[src/rtl/vga_timing_ctrl.sv]
// VGA timing controller: pixel-rate divider, scan counters, framebuffer fetch and a
// tick-aligned delay line that keeps sync/de lined up with the returned pixel data.
module vga_timing_ctrl #(
    parameter int CLK_DIV    = 4,
    parameter int H_ACTIVE   = 640,
    parameter int H_FP       = 16,
    parameter int H_SYNC     = 96,
    parameter int H_BP       = 48,
    parameter int V_ACTIVE   = 480,
    parameter int V_FP       = 10,
    parameter int V_SYNC     = 2,
    parameter int V_BP       = 33,
    parameter bit SYNC_POL   = 1'b0,
    parameter int RD_LATENCY = 2
) (
    input  logic        clk_in1,
    input  logic        reset,
    input  logic        en,
    output logic        pix_tick,
    output logic        fetch_en,
    output logic [9:0]  fetch_x,
    output logic [9:0]  fetch_y,
    input  logic [11:0] rgb_in,
    output logic [3:0]  vga_r,
    output logic [3:0]  vga_g,
    output logic [3:0]  vga_b,
    output logic        hsync,
    output logic        vsync,
    output logic        de,
    output logic        frame_start
);

    localparam int H_TOTAL = H_ACTIVE + H_FP + H_SYNC + H_BP;
    localparam int V_TOTAL = V_ACTIVE + V_FP + V_SYNC + V_BP;
    localparam int DIV_W   = $clog2(CLK_DIV);

    localparam logic [DIV_W-1:0] DIV_LAST = DIV_W'(CLK_DIV - 1);
    localparam logic [9:0] H_LAST   = 10'(H_TOTAL - 1);
    localparam logic [9:0] V_LAST   = 10'(V_TOTAL - 1);
    localparam logic [9:0] H_ACT    = 10'(H_ACTIVE);
    localparam logic [9:0] V_ACT    = 10'(V_ACTIVE);
    localparam logic [9:0] HS_START = 10'(H_ACTIVE + H_FP);
    localparam logic [9:0] HS_END   = 10'(H_ACTIVE + H_FP + H_SYNC);
    localparam logic [9:0] VS_START = 10'(V_ACTIVE + V_FP);
    localparam logic [9:0] VS_END   = 10'(V_ACTIVE + V_FP + V_SYNC);

    logic [DIV_W-1:0]      div_q, div_d;
    logic [9:0]            h_q, h_d, v_q, v_d;
    logic                  fetch_en_q, fetch_en_d;
    logic [9:0]            fetch_x_q, fetch_x_d, fetch_y_q, fetch_y_d;
    logic [RD_LATENCY-1:0] pen_q, pen_d, phs_q, phs_d, pvs_q, pvs_d;
    logic                  de_q, de_d, hsync_q, hsync_d, vsync_q, vsync_d;
    logic [11:0]           rgb_q, rgb_d;
    logic                  frame_start_q, frame_start_d;
    logic                  tick, hs_raw, vs_raw;

    assign tick   = en && (div_q == DIV_LAST);
    assign hs_raw = (fetch_x_q >= HS_START) && (fetch_x_q < HS_END);
    assign vs_raw = (fetch_y_q >= VS_START) && (fetch_y_q < VS_END);

    // Sync ranges are decoded from the address currently on the fetch port, so they
    // enter the delay line in step with fetch_en and meet the returned data together.
    always_comb begin
        div_d         = div_q;
        h_d           = h_q;
        v_d           = v_q;
        fetch_en_d    = fetch_en_q;
        fetch_x_d     = fetch_x_q;
        fetch_y_d     = fetch_y_q;
        pen_d         = pen_q;
        phs_d         = phs_q;
        pvs_d         = pvs_q;
        de_d          = de_q;
        rgb_d         = rgb_q;
        hsync_d       = hsync_q;
        vsync_d       = vsync_q;
        frame_start_d = 1'b0;
        if (!en) begin
            div_d   = '0;
            de_d    = 1'b0;
            rgb_d   = '0;
            hsync_d = ~SYNC_POL;
            vsync_d = ~SYNC_POL;
        end else begin
            div_d = tick ? '0 : div_q + 1'b1;
            if (tick) begin
                h_d = (h_q == H_LAST) ? '0 : h_q + 10'd1;
                if (h_q == H_LAST)
                    v_d = (v_q == V_LAST) ? '0 : v_q + 10'd1;
                fetch_x_d     = h_q;
                fetch_y_d     = v_q;
                fetch_en_d    = (h_q < H_ACT) && (v_q < V_ACT);
                frame_start_d = (h_q == '0) && (v_q == '0);
                pen_d[0] = fetch_en_q;
                phs_d[0] = hs_raw;
                pvs_d[0] = vs_raw;
                for (int i = 1; i < RD_LATENCY; i++) begin
                    pen_d[i] = pen_q[i-1];
                    phs_d[i] = phs_q[i-1];
                    pvs_d[i] = pvs_q[i-1];
                end
                de_d    = pen_q[RD_LATENCY-1];
                rgb_d   = pen_q[RD_LATENCY-1] ? rgb_in : 12'h000;
                hsync_d = phs_q[RD_LATENCY-1] ? SYNC_POL : ~SYNC_POL;
                vsync_d = pvs_q[RD_LATENCY-1] ? SYNC_POL : ~SYNC_POL;
            end
        end
    end

    always_ff @(posedge clk_in1 or negedge reset) begin
        if (!reset) begin
            div_q         <= '0;
            h_q           <= '0;
            v_q           <= '0;
            fetch_en_q    <= 1'b0;
            fetch_x_q     <= '0;
            fetch_y_q     <= '0;
            pen_q         <= '0;
            phs_q         <= '0;
            pvs_q         <= '0;
            de_q          <= 1'b0;
            rgb_q         <= '0;
            hsync_q       <= ~SYNC_POL;
            vsync_q       <= ~SYNC_POL;
            frame_start_q <= 1'b0;
        end else begin
            div_q         <= div_d;
            h_q           <= h_d;
            v_q           <= v_d;
            fetch_en_q    <= fetch_en_d;
            fetch_x_q     <= fetch_x_d;
            fetch_y_q     <= fetch_y_d;
            pen_q         <= pen_d;
            phs_q         <= phs_d;
            pvs_q         <= pvs_d;
            de_q          <= de_d;
            rgb_q         <= rgb_d;
            hsync_q       <= hsync_d;
            vsync_q       <= vsync_d;
            frame_start_q <= frame_start_d;
        end
    end

    assign pix_tick    = tick;
    assign fetch_en    = fetch_en_q;
    assign fetch_x     = fetch_x_q;
    assign fetch_y     = fetch_y_q;
    assign vga_r       = rgb_q[11:8];
    assign vga_g       = rgb_q[7:4];
    assign vga_b       = rgb_q[3:0];
    assign hsync       = hsync_q;
    assign vsync       = vsync_q;
    assign de          = de_q;
    assign frame_start = frame_start_q;

endmodule

[config.mk]
export PLATFORM = sky130hd
export DESIGN_NAME = vga_timing_ctrl
export DESIGN_NICKNAME = d
export VERILOG_FILES = /design/src/rtl/vga_timing_ctrl.sv
export SDC_FILE = /design/constraint.sdc
export NUM_CORES = 1
export LEC_CHECK = 0
export BUFFER_PORTS_ARGS = -buffer_cell sky130_fd_sc_hd__buf_2
export CAP_MARGIN = 10
export CORE_MARGIN = 5
export CORE_UTILIZATION = 50
export CTS_CLUSTER_DIAMETER = 150
export DETAILED_ROUTE_END_ITERATION = 16
export PLACE_DENSITY = 0.74
export SYNTH_ARGS = -nofsm -noshare
export SYNTH_HDL_FRONTEND = slang
export SYNTH_SLANG_ARGS = --single-unit
[constraint.sdc]
create_clock -name clk_in1 -period 1.4 [get_ports clk_in1]
set_input_delay 0.21 -clock clk_in1 [delete_from_list [all_inputs] [get_ports clk_in1]]
set_output_delay 0.21 -clock clk_in1 [all_outputs]
set_load 0.05 [all_outputs]
==> results of run 1 <==
timing repair:
action	in CTS	in global routing
hold buffers	1	0
pin swaps	8	14
hold endpoints to repair	63	0
endpoints found under the setup margin	20	34
setup buffers	6	1
cloned	0	0
resized for setup	26	25
critical path, delay by kind of cell (launching register included):
| family | cells | cell delay (ns) |
|---|---|---|
| AND/OR/NAND/NOR | 3 | 0.68 |
| adder cells (fa/ha/maj) | 1 | 0.16 |
| flip-flops | 1 | 0.39 |
| AO/OA/AOI/OAI | 1 | 0.13 |
| buffers and inverters | 2 | 0.21 |
kinds of logic after synthesis:
logic type,share of synthesized area (%)
muxes,0.7231
and+or+nand+nor,26.80
xor gates and xnor gates,3.275
DFF,55.38
adders and majority gates,2.127
AOI/OAI and AO/OA,7.954
buffers and inverters,3.743
power by group through the flow:
stage	registers, uW	clock network, uW	logic (uW)
2_1_floorplan	2700	0	345
3_5_place_dp	2290	0	1220
4_1_cts	2260	1520	1270
3_3_place_gp	2280	0	1190
6_report	2260	1500	1360
5_1_grt	2300	1610	1470
registers in the layout (all words and copies together) (netlist names), 2 cells and up:
signal,flops
phs_q,2
fetch_x,10
pen_q,2
v_q,10
fetch_y,10
rgb_q,12
div_q,2
pvs_q,2
h_q,10
final cells by class:
cell class	count	area share, %
Clock buffer	12	3.367
Multi-Input combinational cell	209	34.32
Timing Repair Buffer	101	17.36
Sequential cell	65	40.71
Inverter	7	0.8416
Clock inverter	3	1.060
Tap cell	75	2.338
metal layers:
metal,share of wire [%],global-route usage (%)
met1,42,27.46
met2,49,34.35
met3,5.9,3.517
met4,3.5,10.20
met5,0,0
cell usage in the layout, fill, tap and decap left out, types with 5 or more instances in the layout:
cell / n
a21boi_0: 8
a21boi_1: 5
buf_2: 51
buf_4: 41
clkbuf_8: 9
dfrtp_1: 59
nand2_1: 77
nand2b_1: 13
nand3_1: 21
nand4_1: 5
o21ai_0: 8
xnor2_1: 6
xor2_1: 5
per-stage QoR:
stage	util [%]	hold WS [ns]	cell area [um2]	total power (uW)
2_1_floorplan	-	-0.08559	2974	3043
3_3_place_gp	61.42	0.2485	3572	3471
3_5_place_dp	61.42	0.2601	3572	3510
4_1_cts	67.41	0.1292	3920	5049
5_1_grt	69.02	0.1398	4014	5373
6_report	69.02	0.1311	4014	5131
path summary, 6_finish.rpt:
| path | startpoint | end | slack [ns] | depth (start not counted) |
|---|---|---|---|---|
| max | div_q[0] | v_q[9] | -0.24 | 7 |
| min | rgb_in[4] | rgb_q[4] | 0.13 | 3 |
| max reg2reg | div_q[0] | v_q[9] | -0.24 | 7 |
| min reg2reg | phs_q[1] | phs_q[1] | 0.48 | 2 |
| max in group asynchronous | reset | vsync | 0.64 | 3 |
| min in group asynchronous | reset | rgb_q[4] | 0.41 | 3 |
==> reports/results.tsv, run 1 <==
stage	metric	value	unit
grt	first-pass GRT wire length	12420	um
placement	PortBufs	52	
logic_synthesis	post-synth top area share	53.59	%
logic_synthesis	ys flop type	dfrtp_1	
setup_path	Crit path required time	1.68	ns
logic_synthesis	Syn. warnings	0	
routing	Routed Antenna Nets	0	
cells_and_area	Seq. cell area	1634	um2
die	I/O pin cnt	53	
cells_and_area	Layout Cells excl Fill	472	
routing	via count	2602	
pwr	Psw	1762	uW
cts	Clock Tree Buf Depth	2	
logic_synthesis	syn_area_per_cell	9.871	um2
sta	pins over their slew limit	0	
cells_and_area	area taken by multi-input logic gates	1378	um2
setup_path	CP max stage delay	0.45	ns
die	Horiz. Die Dim	86.70	um
cts	Clock Sink Count	65	
pwr	Pint	3369	uW
cts	CTS root buffer	clkbuf_8	
grt	initial antenna violation count	0	
pwr	Sequential Power Share	44.1	%
sta	Least-Margin Pin Slew	0.4436	ns
sta	RSZ-0062 raised after global routing	true	
logic_synthesis	Yosys cell types	45	
logic_synthesis	Post-Syn Area	2942	um2
routing	Remaining DRCs	0	
cts	CTS Buf Count	9	
sta	setup_tns	-1.288	ns
cells_and_area	share of cells above drive strength 1	38.04	%
cells_and_area	fillers	409	
sta	achievable frequency	608.4	MHz
sta	relative slew slack	70.43	%
pwr	worst-case vdd ir drop	0.7431	mV
logic_synthesis	syn_nets	318	
die	die area	7517	um2
routing	WL/cell	16.68	um
placement	Inst Count DP	450	
routing	initial DRC count	191	
die	Die Y	86.70	um
sta	Final Critical Period	1.644	ns
placement	pre-CTS WS	-0.1307	ns
logic_synthesis	ys async rst share	100.0	%
routing	vias per inst	5.513	
logic_synthesis	Synth top cells by count	nand2_1, dfrtp_1, nand3_1	
sta	period utilisation layout	117.4	%
setup_path	CP endpoint kind	register	
pwr	sw frac	34.34	%
routing	Pre-Repair DR Iteration Count	4	
setup_path	crit path cell chain	ha_4 > nand2_4 > inv_6 > buf_4 > nand4_4 > nor4_1 > a21o_1	
logic_synthesis	Area contributors post-synth	dfrtp_1, nand2_1, nand3_1, a21boi_0, nand2b_1	
die	# rows	28	
setup_path	startpoint types	register	
run_status	failing checks	negative setup slack	
grt	gr usage total	21.13	%
setup_path	CP Max Fanout	6	
pwr	pwr dens	1278	nW/um2
pwr	Clk pwr share	29.3	%
hold_path	Hold WC Path Type	input port to register	
sta	Setup Skew	0.006456	ns
logic_synthesis	most frequent cell after synthesis	nand2_1	
placement	hpwl dp	4824	um
cts	CTS tree	yes	
sta	final setup fails	15	
logic_synthesis	Mapped Cells	298	
cts	H-tree depth	3	
logic_synthesis	post-synth top area cell	dfrtp_1	
logic_synthesis	register area share after synthesis	55.38	%
grt	grt ovf	0	
cts	Clock transition at path regs	0.07	ns
pwr	P_leak	0.002017	uW
run_status	status	finished, violations left	
grt	pin count of the biggest net entering global routing	66	
logic_synthesis	number of synthesized register bits	65	
setup_path	Crit-path slowest cell	nor4_1	
run	max_cap viols	0	
logic_synthesis	EDFF count, synth	0	
sta	fin worst setup slack	-0.2436	ns
die	initial core utilization	50.58	%
placement	routability-driven placement congestion ratio	0.9043	
die	core area	5816	um2
cells_and_area	Diodes inserted	0	
setup_path	WS Path Type	register to register	
pwr	Comb pwr share	26.6	%
sta	Hold Fails Final Rpt	0	
cts	clk_lat worst skew	0.34	ns
cells_and_area	Area Growth Syn to Fin	36.45	%
cells_and_area	fin nets	413	
grt	vias in the first global route	2602	
setup_path	Arr. time, crit path	1.92	ns
routing	wirelength, routed	7872	um
No activity file was read; power rests on OpenSTA's default activity.
==> run 2, diff against run 1 <==
--- a/config.mk
+++ b/config.mk
@@ -7,6 +7,7 @@
 export LEC_CHECK = 0
 export BUFFER_PORTS_ARGS = -buffer_cell sky130_fd_sc_hd__buf_2
 export CAP_MARGIN = 10
+export CORE_ASPECT_RATIO = 1.1
 export CORE_MARGIN = 5
 export CORE_UTILIZATION = 50
 export CTS_CLUSTER_DIAMETER = 150
==> run 2 against run 1 <==
Net effect:
- the run still ends with negative setup slack left
- flip-flop and latch count stayed put
- worst hold slack worse by 0.0080 ns
- sequential share of layout area is 0.21 points lower
- clock power is 7% higher
- largest power group unchanged
==> reports/results.tsv, run 2 (synthesis results as in run 1) <==
stage	metric	value	unit	change
die	initial core utilization	51.31	%	was 50.58%
routing	Routed Antenna Nets	0		unchanged
routing	Remaining DRCs	0		unchanged
sta	pins over their slew limit	0		unchanged
cts	CTS tree	yes		unchanged
cts	CTS Buf Count	9		unchanged
pwr	Pint	3404	uW	was 3369 uW
grt	initial antenna violation count	0		unchanged
cells_and_area	max FFs per register	12		unchanged
grt	gr usage total	20.54	%	was 21.13%
cells_and_area	Area Growth Syn to Fin	37.18	%	was 36.45%
setup_path	WS Path Type	register to register		unchanged
pwr	Comb pwr share	25.4	%	was 26.6%
cts	Clock Tree Buf Depth	2		unchanged
routing	vias per inst	5.307		was 5.513
routing	wirelength, routed	7550	um	was 7872 um
run	max_cap viols	0		unchanged
cts	Clock Sink Count	65		unchanged
hold_path	Hold WC Path Type	input port to register		unchanged
sta	WHS	0.1231	ns	was 0.1311 ns
cts	clk_lat worst skew	0.35	ns	was 0.34 ns
placement	hpwl dp	4991	um	was 4824 um
grt	grt ovf	0		unchanged
routing	Pre-Repair DR Iteration Count	4		unchanged
die	Die Y	90.45	um	was 86.70 um
run_status	failing checks	negative setup slack		unchanged
cells_and_area	Layout Cells excl Fill	479		was 472
placement	Inst Count DP	454		was 450
pwr	Clk pwr share	30.7	%	was 29.3%
cells_and_area	commonest non-fill, non-tap cell in the layout	nand2_1		unchanged
placement	routability-driven placement congestion ratio	0.7905		was 0.9043
sta	final setup fails	13		was 15
cells_and_area	fillers	419		was 409
grt	GR Util met3	7.026	%	was 3.517%
placement	area of placed instances	3577	um2	was 3572 um2
setup_path	Crit path required time	1.63	ns	was 1.68 ns
grt	first-pass GRT wire length	12420	um	unchanged
cts	CTS root buffer	clkbuf_8		unchanged
grt	Most Crowded Layer GR	met2		unchanged
setup_path	CP endpoint kind	register		unchanged
die	I/O pin cnt	53		unchanged
cells_and_area	area taken by multi-input logic gates	1358	um2	was 1378 um2
grt	pin count of the biggest net entering global routing	36		was 66
setup_path	startpoint types	register		unchanged
cells_and_area	commonest cells after routing, fill and taps aside	nand2_1, dfrtp_1, buf_2		unchanged
cells_and_area	post-layout util	70.38	%	was 69.02%
routing	initial DRC count	208		was 191
sta	Hold Fails Final Rpt	0		unchanged
run_status	status	finished, violations left		unchanged
cells_and_area	Diodes inserted	0		unchanged
pwr	Psw	1816	uW	was 1762 uW
setup_path	Critical path origin	h_q[6]		was div_q[0]
cells_and_area	share of cells above drive strength 1	38.56	%	was 38.04%
pwr	P_leak	0.002025	uW	was 0.002017 uW
cells_and_area	Seq. cell area	1634	um2	unchanged
sta	achievable frequency	652.1	MHz	was 608.4 MHz
setup_path	Reg2Reg Launch Point	h_q[6]		was div_q[0]
cts	H-tree depth	3		unchanged
sta	Least-Margin Pin Slew	0.4740	ns	was 0.4436 ns
die	# rows	29		was 28
cells_and_area	fin nets	417		was 413
sta	fin worst setup slack	-0.1334	ns	was -0.2436 ns
setup_path	CP Max Fanout	6		unchanged
sta	RSZ-0062 raised after global routing	true		unchanged
pwr	worst-case vdd ir drop	0.8074	mV	was 0.7431 mV
placement	PortBufs	52		unchanged
die	die area	7519	um2	was 7517 um2
sta	period utilisation layout	109.5	%	was 117.4%
sta	Setup Skew	0.007591	ns	was 0.006456 ns
cells_and_area	Reg with most FFs	rgb_q		unchanged
cts	Clock transition at path regs	0.07	ns	about the same
grt	met1 usage	24.71	%	was 27.46%
sta	relative slew slack	68.40	%	was 70.43%
pwr	sw frac	34.79	%	was 34.34%
cells_and_area	final standard cell area without fillers	4035	um2	was 4014 um2
sta	Final Critical Period	1.533	ns	was 1.644 ns
die	Horiz. Die Dim	83.13	um	was 86.70 um
routing	WL/cell	15.76	um	was 16.68 um
sta	setup_tns	-1.011	ns	was -1.288 ns
setup_path	Arr. time, crit path	1.77	ns	was 1.92 ns
hold_path	hold_sp	rgb_in[3]		was rgb_in[4]
grt	met2 GRT Util	33.82	%	was 34.35%
die	core area	5733	um2	was 5816 um2
routing	via count	2542		was 2602
pwr	pwr dens	1294	nW/um2	was 1278 nW/um2
pwr	Sequential Power Share	43.9	%	was 44.1%
grt	vias in the first global route	2573		was 2602
==> run 2: layout make-up <==
type | instances | share of cell area (%)
clock buffer | 11 | 3.504
clock inverter | 5 | 1.364
inverter | 7 | 0.7752
multi-input combinational | 209 | 33.64
sequential | 65 | 40.50
tap | 77 | 2.388
timing repair buffer | 105 | 17.83
==> run 2: timing repair <==
| item | CTS | global route |
|---|---|---|
| gates resized for setup | 28 | 23 |
| hold buffers | 1 | 0 |
| endpoints found under the setup margin | 22 | 38 |
| pin swaps | 18 | 10 |
| cloned | 1 | 0 |
| buffers inserted | 6 | 3 |
| hold endpoints to repair | 63 | 0 |
==> run 2: worst paths after layout <==
| check | end | cells past startpoint | slack (ns) |
|---|---|---|---|
| min in group asynchronous | phs_q[1] | 3 | 0.40 |
| max in group asynchronous | hsync | 3 | 0.76 |
| setup reg to reg | v_q[9] | 4 | -0.13 |
| setup / recovery | v_q[9] | 4 | -0.13 |
| hold reg to reg | pvs_q[0] | 2 | 0.48 |
| hold / removal | rgb_q[3] | 3 | 0.12 |
==> run 2: power by group through the flow <==
stage / Clock (uW) / Combinational, uW / Sequential, uW
CTS: 1610 / 1260 / 2270
global route: 1700 / 1420 / 2320
detailed placement: 0 / 1220 / 2300
floorplan: 0 / 345 / 2700
global placement: 0 / 1180 / 2280
finish: 1600 / 1320 / 2290
==> run 2: through the flow <==
stage	worst slack (ns)	power, uW
after detailed placement	-0.1631	3528
after floorplan	-0.07136	3043
final	-0.1334	5220
after CTS	-0.1230	5148
after global placement	-0.08171	3466
after global routing	-0.1794	5441
==> run 2: routing by layer <==
metal	part of all wire [%]	vias up
met5	0	-
met2	51	77
met3	6.2	17
met4	1.7	0
met1	41	1242
li1	-	1206
==> run 2: critical path, stage by stage (launching register included) <==
cell,delay [ns]
dfrtp_1,0.43
and4bb_2,0.39
nand4_4,0.16
a211o_1,0.27
a21o_1,0.17
